--- src/rtl/logic_acc_unit_pkg.sv ---
// Shared ALU encodings for the bitwise logic/accumulate datapath:
// per-beat function codes, reduction codes and the group state.
package logic_acc_unit_pkg;

    localparam int OP_W  = 3;
    localparam int RED_W = 2;

    typedef enum logic [OP_W-1:0] {
        OP_AND  = 3'b000,
        OP_OR   = 3'b001,
        OP_XOR  = 3'b010,
        OP_NOR  = 3'b011,
        OP_NAND = 3'b100,
        OP_XNOR = 3'b101,
        OP_ANDN = 3'b110,
        OP_PASS = 3'b111
    } op_e;

    typedef enum logic [RED_W-1:0] {
        RED_OR      = 2'b00,
        RED_AND     = 2'b01,
        RED_XOR     = 2'b10,
        RED_REPLACE = 2'b11
    } red_e;

    typedef enum logic {
        IDLE  = 1'b0,
        ACCUM = 1'b1
    } state_e;

endpackage

--- src/rtl/logic_acc_unit_bitwise_fn.sv ---
// Combinational two-operand bitwise function; bit i of r depends only on x[i], y[i].
module bitwise_fn
    import logic_acc_unit_pkg::*;
#(
    parameter int WIDTH = 32
) (
    input  logic [WIDTH-1:0] x,
    input  logic [WIDTH-1:0] y,
    input  logic [OP_W-1:0]  op,
    output logic [WIDTH-1:0] r
);

    // Select the per-beat function.
    always_comb begin
        r = '0;
        case (op_e'(op))
            OP_AND:  r = x & y;
            OP_OR:   r = x | y;
            OP_XOR:  r = x ^ y;
            OP_NOR:  r = ~(x | y);
            OP_NAND: r = ~(x & y);
            OP_XNOR: r = ~(x ^ y);
            OP_ANDN: r = x & ~y;
            OP_PASS: r = x;
            default: r = '0;
        endcase
    end

endmodule

--- src/rtl/logic_acc_unit.sv ---
// Registered bitwise logic unit that folds multi-beat groups into one result
// word, with a valid/ready input stream and a one-entry registered output.
module logic_acc_unit
    import logic_acc_unit_pkg::*;
#(
    parameter int WIDTH = 32,
    parameter int CNTW  = 8
) (
    input  logic              clk,
    input  logic              rst,
    input  logic              in_valid,
    output logic              in_ready,
    input  logic [WIDTH-1:0]  x,
    input  logic [WIDTH-1:0]  y,
    input  logic [OP_W-1:0]   op,
    input  logic [RED_W-1:0]  red,
    input  logic              last,
    output logic              out_valid,
    input  logic              out_ready,
    output logic [WIDTH-1:0]  f,
    output logic              zero,
    output logic [CNTW-1:0]   beats
);

    localparam logic [CNTW-1:0] CNT_MAX = {CNTW{1'b1}};
    localparam logic [CNTW-1:0] CNT_ONE = CNTW'(1);

    state_e            state_r,     state_nxt_s;
    logic [WIDTH-1:0]  acc_r,       acc_nxt_s;
    logic [CNTW-1:0]   cnt_r,       cnt_nxt_s;
    logic              out_valid_r, out_valid_nxt_s;
    logic [WIDTH-1:0]  f_r,         f_nxt_s;
    logic              zero_r,      zero_nxt_s;
    logic [CNTW-1:0]   beats_r,     beats_nxt_s;
    logic [WIDTH-1:0]  beat_res_s;
    logic [WIDTH-1:0]  comb_res_s;
    logic [CNTW-1:0]   cnt_inc_s;
    logic              fire_s;

    bitwise_fn #(.WIDTH(WIDTH)) u_fn (
        .x  (x),
        .y  (y),
        .op (op),
        .r  (beat_res_s)
    );

    // A non-last beat also stalls behind an unconsumed result.
    assign in_ready = !out_valid_r || out_ready;
    assign fire_s   = in_valid && in_ready;

    // Fold the new beat into the open accumulator and advance the saturating count.
    always_comb begin
        comb_res_s = beat_res_s;
        case (red_e'(red))
            RED_OR:      comb_res_s = acc_r | beat_res_s;
            RED_AND:     comb_res_s = acc_r & beat_res_s;
            RED_XOR:     comb_res_s = acc_r ^ beat_res_s;
            RED_REPLACE: comb_res_s = beat_res_s;
            default:     comb_res_s = beat_res_s;
        endcase
        if (cnt_r == CNT_MAX) begin
            cnt_inc_s = CNT_MAX;
        end else begin
            cnt_inc_s = cnt_r + CNT_ONE;
        end
    end

    // Next-state, accumulator and output-register update.
    always_comb begin
        state_nxt_s     = state_r;
        acc_nxt_s       = acc_r;
        cnt_nxt_s       = cnt_r;
        out_valid_nxt_s = out_valid_r && !out_ready;
        f_nxt_s         = f_r;
        zero_nxt_s      = zero_r;
        beats_nxt_s     = beats_r;
        if (fire_s) begin
            case (state_r)
                IDLE: begin
                    if (last) begin
                        f_nxt_s         = beat_res_s;
                        zero_nxt_s      = (beat_res_s == '0);
                        beats_nxt_s     = CNT_ONE;
                        out_valid_nxt_s = 1'b1;
                    end else begin
                        acc_nxt_s   = beat_res_s;
                        cnt_nxt_s   = CNT_ONE;
                        state_nxt_s = ACCUM;
                    end
                end
                ACCUM: begin
                    if (last) begin
                        f_nxt_s         = comb_res_s;
                        zero_nxt_s      = (comb_res_s == '0);
                        beats_nxt_s     = cnt_inc_s;
                        out_valid_nxt_s = 1'b1;
                        state_nxt_s     = IDLE;
                    end else begin
                        acc_nxt_s = comb_res_s;
                        cnt_nxt_s = cnt_inc_s;
                    end
                end
                default: begin
                    state_nxt_s = IDLE;
                end
            endcase
        end else begin
            state_nxt_s = state_r;
        end
    end

    // State, accumulator, count and output register; reset drops any open group.
    always_ff @(posedge clk or posedge rst) begin
        if (rst) begin
            state_r     <= IDLE;
            acc_r       <= '0;
            cnt_r       <= '0;
            out_valid_r <= 1'b0;
            f_r         <= '0;
            zero_r      <= 1'b1;
            beats_r     <= '0;
        end else begin
            state_r     <= state_nxt_s;
            acc_r       <= acc_nxt_s;
            cnt_r       <= cnt_nxt_s;
            out_valid_r <= out_valid_nxt_s;
            f_r         <= f_nxt_s;
            zero_r      <= zero_nxt_s;
            beats_r     <= beats_nxt_s;
        end
    end

    assign out_valid = out_valid_r;
    assign f         = f_r;
    assign zero      = zero_r;
    assign beats     = beats_r;

endmodule

--- config.mk ---
export PLATFORM = sky130hd
export DESIGN_NAME = logic_acc_unit
export DESIGN_NICKNAME = d
export VERILOG_FILES = /design/src/rtl/logic_acc_unit_pkg.sv /design/src/rtl/logic_acc_unit_bitwise_fn.sv /design/src/rtl/logic_acc_unit.sv
export SDC_FILE = /design/constraint.sdc
export NUM_CORES = 1
export LEC_CHECK = 0
export ABC_CLOCK_PERIOD_IN_PS = 3100
export BUFFER_PORTS_ARGS = -buffer_cell sky130_fd_sc_hd__buf_2
export CORE_AREA = 3 3 95 188
export CTS_CLUSTER_DIAMETER = 200
export DETAILED_ROUTE_END_ITERATION = 12
export DIE_AREA = 0 0 98 191
export HOLD_SLACK_MARGIN = 0.1
export PLACE_DENSITY_LB_ADDON = 0.2
export SLEW_MARGIN = 20
export SYNTH_ARGS = -nofsm -noshare
export SYNTH_HDL_FRONTEND = slang
export SYNTH_SLANG_ARGS = --single-unit
--- constraint.sdc ---
create_clock -name clk -period 3.1 [get_ports clk]
set_input_delay 0.93 -clock clk [delete_from_list [all_inputs] [get_ports clk]]
set_output_delay 0.93 -clock clk [all_outputs]
set_load 0.005 [all_outputs]
==> results of run 1 <==
## timing repair
item                                    4_1_cts  5_1_grt
setup buffers                                 0        1
pin swaps                                     6        9
resized for setup                            14       33
endpoints found under the setup margin        1        5
hold buffers                                  0        0
## worst min path at each step
stage	start	to	slack (ps)	cells past startpoint
after CTS	f[27]$_DFFE_PP0P_	f[27]$_DFFE_PP0P_	480	2
after global routing	f[27]$_DFFE_PP0P_	f[27]$_DFFE_PP0P_	490	2
after floorplan	f[17]$_DFFE_PP0P_	f[17]$_DFFE_PP0P_	470	2
final	f[29]$_DFFE_PP0P_	f[29]$_DFFE_PP0P_	470	2
after global placement	beats[1]$_DFFE_PP0P_	beats[1]$_DFFE_PP0P_	460	2
after detailed placement	f[25]$_DFFE_PP0P_	f[25]$_DFFE_PP0P_	460	2
## layout make-up
| type | count | area, um2 | share of cell area (%) |
|---|---|---|---|
| Sequential cell | 83 | 2080 | 17.8 |
| Clock buffer | 12 | 256 | 2.19 |
| Tap cell | 207 | 259 | 2.21 |
| Multi-Input combinational cell | 928 | 6300 | 53.9 |
| Inverter | 83 | 323 | 2.76 |
| Timing Repair Buffer | 343 | 2410 | 20.6 |
| Clock inverter | 4 | 72.6 | 0.620 |
## placed cells by master (no fill, tap or decap), types with 26 or more instances in the layout
cell,Yosys,routed
buf_2,16,113
o22ai_1,27,26
nor2_1,71,69
mux2i_1,26,26
dfrtp_1,82,82
buf_4,7,217
nand2_1,215,215
inv_1,81,77
a21oi_1,71,68
ha_1,101,98
o21ai_0,87,83
## stage by stage
| step | util [%] | hold WS (ps) | setup TNS (ps) | total power, W | setup slack, ps |
|---|---|---|---|---|---|
| 6_report | 70.2 | 473 | -33.9 | 0.00489 | -33.9 |
| 2_1_floorplan | - | 470 | -287 | 0.00272 | -287 |
| 3_3_place_gp | 66.9 | 456 | -1740 | 0.00359 | -432 |
| 5_1_grt | 70.2 | 495 | -130 | 0.00522 | -130 |
| 3_5_place_dp | 66.9 | 458 | -2260 | 0.00364 | -457 |
| 4_1_cts | 69.3 | 480 | 0 | 0.00486 | 0.233 |
## worst max-delay path, stage by stage
cell and delay [ps]:
buf_8 90, inv_8 30, ha_4 240, inv_2 30, a21o_1 130, mux4_2 540, or4b_4 540, mux2_4 300
o311ai_4 60, o22a_1 180, o2111ai_2 100, o31ai_2 220
## layer usage
layer  vias up  wire (um)  GRT usage, %
met5         -          0             0
met4         0       1520          15.8
met3        93       1100          2.92
met2       286      15000          55.6
met1      4576      10700          32.0
li1       4675          -             -
## cells by family after synthesis
logic type	share of synthesized area, %
AOI/OAI and AO/OA	24.2
adders and majority gates	14.2
DFF	23.4
and+or+nand+nor	22.5
buffers and inverters	7.74
xor gates and xnor gates	2.76
muxes	5.25
## where the power goes
group | switching (W) | leakage [nW] | internal, W | total (W)
registers | 0.000292 | 1.06 | 0.00133 | 0.00162
logic | 0.00107 | 4.70 | 0.00101 | 0.00209
clock network | 0.000427 | 0.159 | 0.000748 | 0.00118
## registers in the layout, indices dropped and copies added, names as in the netlist
register and flops:
state_r 1, f 32, beats 8, out_valid 1
acc_r 32, zero 1, cnt_r 8
==> impl_metrics.ini, run 1 <==
[grt]
antenna_found_initial = 0
grt_max_degree = 56
gr-total-overflow = 0
grt_pass1_vias = 9408
grtUsageTotal_pct = 29.6
grt_pass1_wl_um = 45400

[critical_path]
r2r-start = state_r$_DFFE_PP0P_
start_kind = input port
cp-startpoint = y[19]
reg2reg_depth = 7
cp-endpoint = zero$_DFFE_PP1P_
endpoint_kind = register
rr_endpoint = acc_r[14]$_DFFE_PP0P_
critPathKind = in2reg
cp_max_fo = 2
arrival_ps = 3390
cp.required_ps = 3360
r2r_slack_ps = 810

[die]
die_w_um = 98
coreArea_um2 = 16700
fp.dieH_um = 191
ioPinCount = 117
fp-row-count = 67
start_util_pct = 53.3
die_area_um2 = 18700

[final_layout]
diodes = 0
areaGrowthSynthToFinish_pct = 31.6
final_cell_area_um2 = 11700
fillers = 1446
final_cells = 1660
final_nets = 1623
drive_gt1_share_pct = 29.1

[timing]
fin_crit_sh_pct = 101
rsz0062_at_grt = yes
fmax_mhz = 319
worst_slew_pin_slew_ps = 695
hold_viol_final = 0
slew_viol_final = 0
setup_violations = 1
final.min_clock_period_ps = 3130
setup_slack_ps = -33.9
max_slew_margin_pct = 53.7
fin_worst_skew_ps = 7.33

[worst_hold_path]
hold_class = reg2reg

[yosys]
synth_common_cells = nand2_1 (215), ha_1 (101), o21ai_0 (87)
syn-cell-area_um2 = 8900
ys_types = 81
ys_top_cells_by_area = dfrtp_1 (23%), ha_1 (14%), nand2_1 (9.1%), o21ai_0 (4.9%), a21oi_1 (4.0%)
synth_nets = 1347
dominantRegCellSynth = dfrtp_1
syn_inst = 1172
syn_area_per_cell_um2 = 7.59
ys_seq_area_share_pct = 23.4
synth_warnings = 0
synth.most_common_cell = nand2_1
synth_area_leader_cell = dfrtp_1
synth_top_area_share_pct = 23.1
async_flop_share_pct = 100
synth_edf_count = 0
ys_seq_elements = 83

[cts]
clock_path_buffers = 2
tritoncts = yes
htreeDepth = 3
clkTransAtPathRegs_ps = 60
numCtsBuffers = 9
worstSkewPairLatency_ps = 340
clock-sinks = 83
root_buffer = clkbuf_16

[route]
drt-vias-per-instance = 5.80
antenna_left = 0
drc_errors = 0
wl_per_cell_um = 17.0
vias = 9630
drt-initial-drc-count = 521
wl_um = 28300
first_pass_iters = 5

[placement]
place_area_um2 = 11200
dp.cells = 1643
place_hpwl_um = 22200
portBuffers = 116
gp_routability_congestion = 0.924

[power_and_ir_drop]
irDropWorstVdd_mv = 0.463
p_per_area_nw_per_um2 = 417
leakage_nw = 5.92

[job]
cap_violations = 0

[outcome]
violations = negative setup slack
outcome = finished, violations left
Note: power is estimated with default switching activity, not from simulation.
==> inputs of run 2 (changes only) <==
CELL_PAD_IN_SITES_DETAIL_PLACEMENT = 2   (was unset)
CELL_PAD_IN_SITES_GLOBAL_PLACEMENT = 2   (was unset)
CORE_AREA = 3 3 124 246   (was 3 3 95 188)
DIE_AREA = 0 0 127 249   (was 0 0 98 191)
==> run 2 against run 1 <==
  * The flow still finishes with violations (negative setup slack)
  * Clock-buffer cell count is 2 lower
  * Worst setup slack got worse by 110 ps
  * Flip-flop and latch count unchanged
  * Clock skew increased by 9.5 ps
  * Routed wire length increased by 42%
  * Highest routed layer is now met5
  * Worst hold slack improved by 5.6 ps
  * Combinational power grew 12%
  * Die area up 69%
  * Critical endpoint unchanged
  * Critical path depth rose by 5
  * Cell count up 12%
  * Utilization is 27 points lower
==> impl_metrics.ini, run 2 (synthesized netlist as in run 1, its figures left out) <==
[outcome]
outcome = finished, violations left
violations = negative setup slack

[final_layout]
fillers = 3404
final_nets = 1666
diodes = 0
mostFrequentLayoutCells = buf_4 (254), nand2_1 (214), buf_2 (112)
final_common_cell = buf_4
drive_gt1_share_pct = 32.2
utilization_pct = 42.7
areaGrowthSynthToFinish_pct = 38.5
final_cells = 1855

[route]
first_pass_iters = 4
drt-vias-per-instance = 5.48
drt-initial-drc-count = 516
drc_errors = 0
vias = 10200
wl_um = 40000
antenna_left = 0
wl_per_cell_um = 21.6

[critical_path]
slowest_delay_ps = 450
endpoint_kind = register
cp_common_cell = buf_4
cp.required_ps = 3390
worstPathCellList = buf_4 -> buf_4 -> buf_12 -> xor2_1 -> a221oi_2 -> inv_2 -> buf_6 -> buf_4 -> buf_4 -> buf_4 -> buf_4 -> buf_4 -> buf_4 -> nand4_1 -> nor4_2 -> a32oi_1 -> o31ai_2
critPathKind = in2reg
cpMaxStageDelayCell = a221oi_2
start_kind = input port
cp_max_fo = 10
arrival_ps = 3530

[grt]
grt_pass1_vias = 11600
grtUsageTotal_pct = 25.0
grt_pass1_wl_um = 62600
gr-total-overflow = 0
antenna_found_initial = 1
grt_max_degree = 62

[timing]
final.setup.tns_ps = -144
fmax_mhz = 308
final.min_clock_period_ps = 3240
fin_crit_sh_pct = 105
worst_slew_pin_slew_ps = 622
setup_slack_ps = -144
hold_viol_final = 0
rsz0062_at_grt = yes
fin_worst_skew_ps = 16.8
slew_viol_final = 0
max_slew_margin_pct = 58.0
setup_violations = 1

[cts]
root_buffer = clkbuf_16
worstSkewPairLatency_ps = 360
tritoncts = yes
htreeDepth = 3
numCtsBuffers = 9
clkTransAtPathRegs_ps = 70
clock_path_buffers = 2
ctsHoldBuffers = 0
clock-sinks = 83

[placement]
portBuffers = 116
dp.cells = 1830
post-place-ws_ps = -531
place_hpwl_um = 31900
gp_routability_congestion = 0.889

[die]
ioPinCount = 117
start_util_pct = 30.8
fp-row-count = 88
die_area_um2 = 31600
fp.dieH_um = 249
coreArea_um2 = 28800
die_w_um = 127

[power_and_ir_drop]
irDropWorstVdd_mv = 0.382
p_per_area_nw_per_um2 = 406
leakage_nw = 6.14
finalPower_w = 0.00501

[worst_hold_path]
hold_class = reg2reg

[job]
cap_violations = 0
## run 2: path summary, 6_finish.rpt
kind,slack (ps),cells after the start,to,startpoint
worst max-delay path,-140,17,zero$_DFFE_PP1P_,op[1]
worst min-delay path,480,2,beats[4]$_DFFE_PP0P_,beats[4]$_DFFE_PP0P_
worst max register to register,930,7,zero$_DFFE_PP1P_,acc_r[19]$_DFFE_PP0P_
worst min register to register,480,2,beats[4]$_DFFE_PP0P_,beats[4]$_DFFE_PP0P_
max in group asynchronous,1910,3,beats[3]$_DFFE_PP0P_,rst
min in group asynchronous,580,2,acc_r[4]$_DFFE_PP0P_,rst
## run 2: timing repair
item	CTS	global route
endpoints found under the setup margin	1	5
pin swaps	13	16
setup buffers	8	2
resized for setup	28	37
## run 2: metrics by stage
| step | area [um2] | hold WS (ps) |
|---|---|---|
| floorplan | 8930 | 470 |
| global placement | 11700 | 457 |
| detailed placement | 11700 | 465 |
| CTS | 12100 | 486 |
| global route | 12300 | 509 |
| finish | 12300 | 479 |
## run 2: cell type report
| cell class | count | area [um2] | share of cell area [%] |
|---|---|---|---|
| Timing Repair Buffer | 386 | 2810 | 22.8 |
| Inverter | 83 | 318 | 2.58 |
| Tap cell | 360 | 450 | 3.66 |
| Clock inverter | 5 | 31.3 | 0.254 |
| Clock buffer | 10 | 229 | 1.86 |
| Multi-Input combinational cell | 928 | 6400 | 51.9 |
| Sequential cell | 83 | 2080 | 16.9 |
## run 2: where the power goes
part	switching, W	total, W	internal, W	leakage [nW]
clock	0.000475	0.00101	0.000536	0.128
sequential	0.000314	0.00164	0.00133	1.06
combinational	0.00125	0.00235	0.00110	4.95
total	0.00204	0.00501	0.00296	6.14
## run 2: critical path, delay by kind of cell
family | cells | cell delay, ps
simple gates | 2 | 180
xor+xnor | 1 | 180
compound gates | 3 | 790
buf+inv | 11 | 1450
## run 2: layer usage
metal / GRT usage (%) / share of wire [%]
met3: 2.70 / 2.4
met4: 15.5 / 5.8
met5: 0 / 0.025
met1: 24.9 / 36
met2: 47.9 / 56
==> inputs of run 3 (changes only) <==
REMOVE_ABC_BUFFERS = 1   (was unset)
==> run 3 against run 2 <==
  * The flow still finishes with violations (negative setup slack)
  * Die area unchanged
  * Largest power group unchanged
  * Routed wire length fell by 2.7%
  * Largest cell class unchanged
  * Fmax grew 3.4%
  * Design area barely moved
  * Clock-buffer cell count did not move
  * Sequential power about the same
  * Critical path type unchanged
  * Register-to-register slack better by 60 ps
==> impl_metrics.ini, run 3 (synthesized netlist as in run 1, its figures left out) <==
[outcome]
outcome = finished, violations left
violations = negative setup slack

[power_and_ir_drop]
irDropWorstVdd_mv = 0.383
finalPower_w = 0.00512
leakage_nw = 6.07
p_per_area_nw_per_um2 = 416

[route]
route.met2.wl_um = 22000
wl_met3_um = 665
drt-initial-drc-count = 344
antenna_left = 0
wl_um = 38900
first_pass_iters = 4
vias = 10000
drt-vias-per-instance = 5.51
wl_per_cell_um = 21.3
drt-met1-wl_um = 14200
drc_errors = 0
dr.max_layer_used = met4

[cts]
clock-sinks = 83
worstSkewPairLatency_ps = 360
tritoncts = yes
numCtsBuffers = 9
clkTransAtPathRegs_ps = 70
root_buffer = clkbuf_16
clock_path_buffers = 2
ctsHoldBuffers = 0
htreeDepth = 3

[critical_path]
rr_endpoint = zero$_DFFE_PP1P_
arrival_ps = 3410
cp-endpoint = zero$_DFFE_PP1P_
cp.required_ps = 3370
endpoint_kind = register
slowest_delay_ps = 510
cp-startpoint = x[19]
r2r_slack_ps = 990
cpMaxStageDelayCell = mux4_2
cp_max_fo = 3
r2r-start = acc_r[19]$_DFFE_PP0P_
critPathKind = in2reg
worstPathCellList = buf_8 -> inv_4 -> ha_4 -> inv_2 -> a21o_1 -> mux4_2 -> or4b_1 -> mux2_4 -> o311ai_4 -> o22a_1 -> o2111ai_2 -> o31ai_2
cp_top_family = multiplexers
start_kind = input port
crit_cells = 12
reg2reg_depth = 7
path_buf_inv = 3

[die]
fp-row-count = 88
ioPinCount = 117
coreArea_um2 = 28800
die_w_um = 127
start_util_pct = 30.8
fp.dieH_um = 249
die_area_um2 = 31600

[grt]
antenna_found_initial = 0
gr-total-overflow = 0
grt_pass1_vias = 11500
grt_max_degree = 56
grt_pass1_wl_um = 61100
grtUsageTotal_pct = 24.2

[final_layout]
drive_gt1_share_pct = 32.1
utilization_pct = 42.7
diodes = 0
final_cells = 1825
areaGrowthSynthToFinish_pct = 38.5
final_common_cell = buf_4
final_nets = 1635
mostFrequentLayoutCells = buf_4 (218), nand2_1 (212), buf_2 (110)

[timing]
final.min_clock_period_ps = 3140
fmax_mhz = 319
hold_viol_final = 0
max_slew_margin_pct = 57.3
rsz0062_at_grt = yes
slew_viol_final = 0
worst_slew_pin_slew_ps = 637
fin_worst_skew_ps = 10.0
setup_slack_ps = -39.0
fin_crit_sh_pct = 101
setup_violations = 1

[placement]
portBuffers = 116
place_hpwl_um = 29400
post-place-ws_ps = -775
gp_routability_congestion = 0.835
dp.cells = 1792

[worst_hold_path]
hold_class = reg2reg

[job]
cap_violations = 0
[run 3: cell types whose count changed in the layout (fill, tap and decap cells not counted), moves of 4 or more]
cell	delta
o32ai_1	-4
nor2_1	+4
buf_4	-36
o22ai_1	-6
o22ai_2	+6
[run 3: layout make-up]
type	instances	area, um2
Timing Repair Buffer	355	2680
Inverter	83	327
Sequential cell	83	2080
Multi-Input combinational cell	928	6480
Clock buffer	10	229
Clock inverter	6	88.8
Fill cell	3352	16500
Tap cell	360	450
[run 3: per-stage QoR]
stage	setup TNS [ps]	cell area [um2]	hold WS, ps
2_1_floorplan	-184	8520	470
3_3_place_gp	-2760	11400	455
3_5_place_dp	-4520	11400	461
4_1_cts	0	12000	485
5_1_grt	-190	12300	490
6_report	-39.0	12300	479
[run 3: power by group]
group          leakage (nW)  internal, W  total [W]  switching (W)
registers              1.06      0.00133    0.00162       0.000296
clock network         0.149     0.000708    0.00120       0.000489
logic                  4.86      0.00107    0.00230        0.00123
total                  6.07      0.00311    0.00512        0.00201
[run 3: repair_timing]
item | 4_1_cts | 5_1_grt
pin swaps | 13 | 21
setup endpoints to repair | 1 | 3
gates cloned | 0 | 2
buffers inserted | 8 | 7
resized for setup | 46 | 57
[run 3: per-layer routing]
metal / global-route usage [%] / vias up
met5: 0 / -
met4: 11.1 / 0
met3: 1.72 / 91
met2: 47.8 / 179
met1: 25.1 / 5078
li1: - / 4701
[run 3: worst min path at each step]
stage                         start                   end  slack (ps)  depth (start not counted)
6_report           f[6]$_DFFE_PP0P_      f[6]$_DFFE_PP0P_         480                          2
5_1_grt            f[6]$_DFFE_PP0P_      f[6]$_DFFE_PP0P_         490                          2
4_1_cts            f[6]$_DFFE_PP0P_      f[6]$_DFFE_PP0P_         480                          2
3_5_place_dp   beats[7]$_DFFE_PP0P_  beats[7]$_DFFE_PP0P_         460                          2
3_3_place_gp      f[19]$_DFFE_PP0P_     f[19]$_DFFE_PP0P_         460                          2
2_1_floorplan     f[17]$_DFFE_PP0P_     f[17]$_DFFE_PP0P_         470                          2
[run 3: worst min-delay path: stages, from the launching register on]
cell and delay, ps:
dfrtp_1 330, nand2_1 40, o21ai_0 60
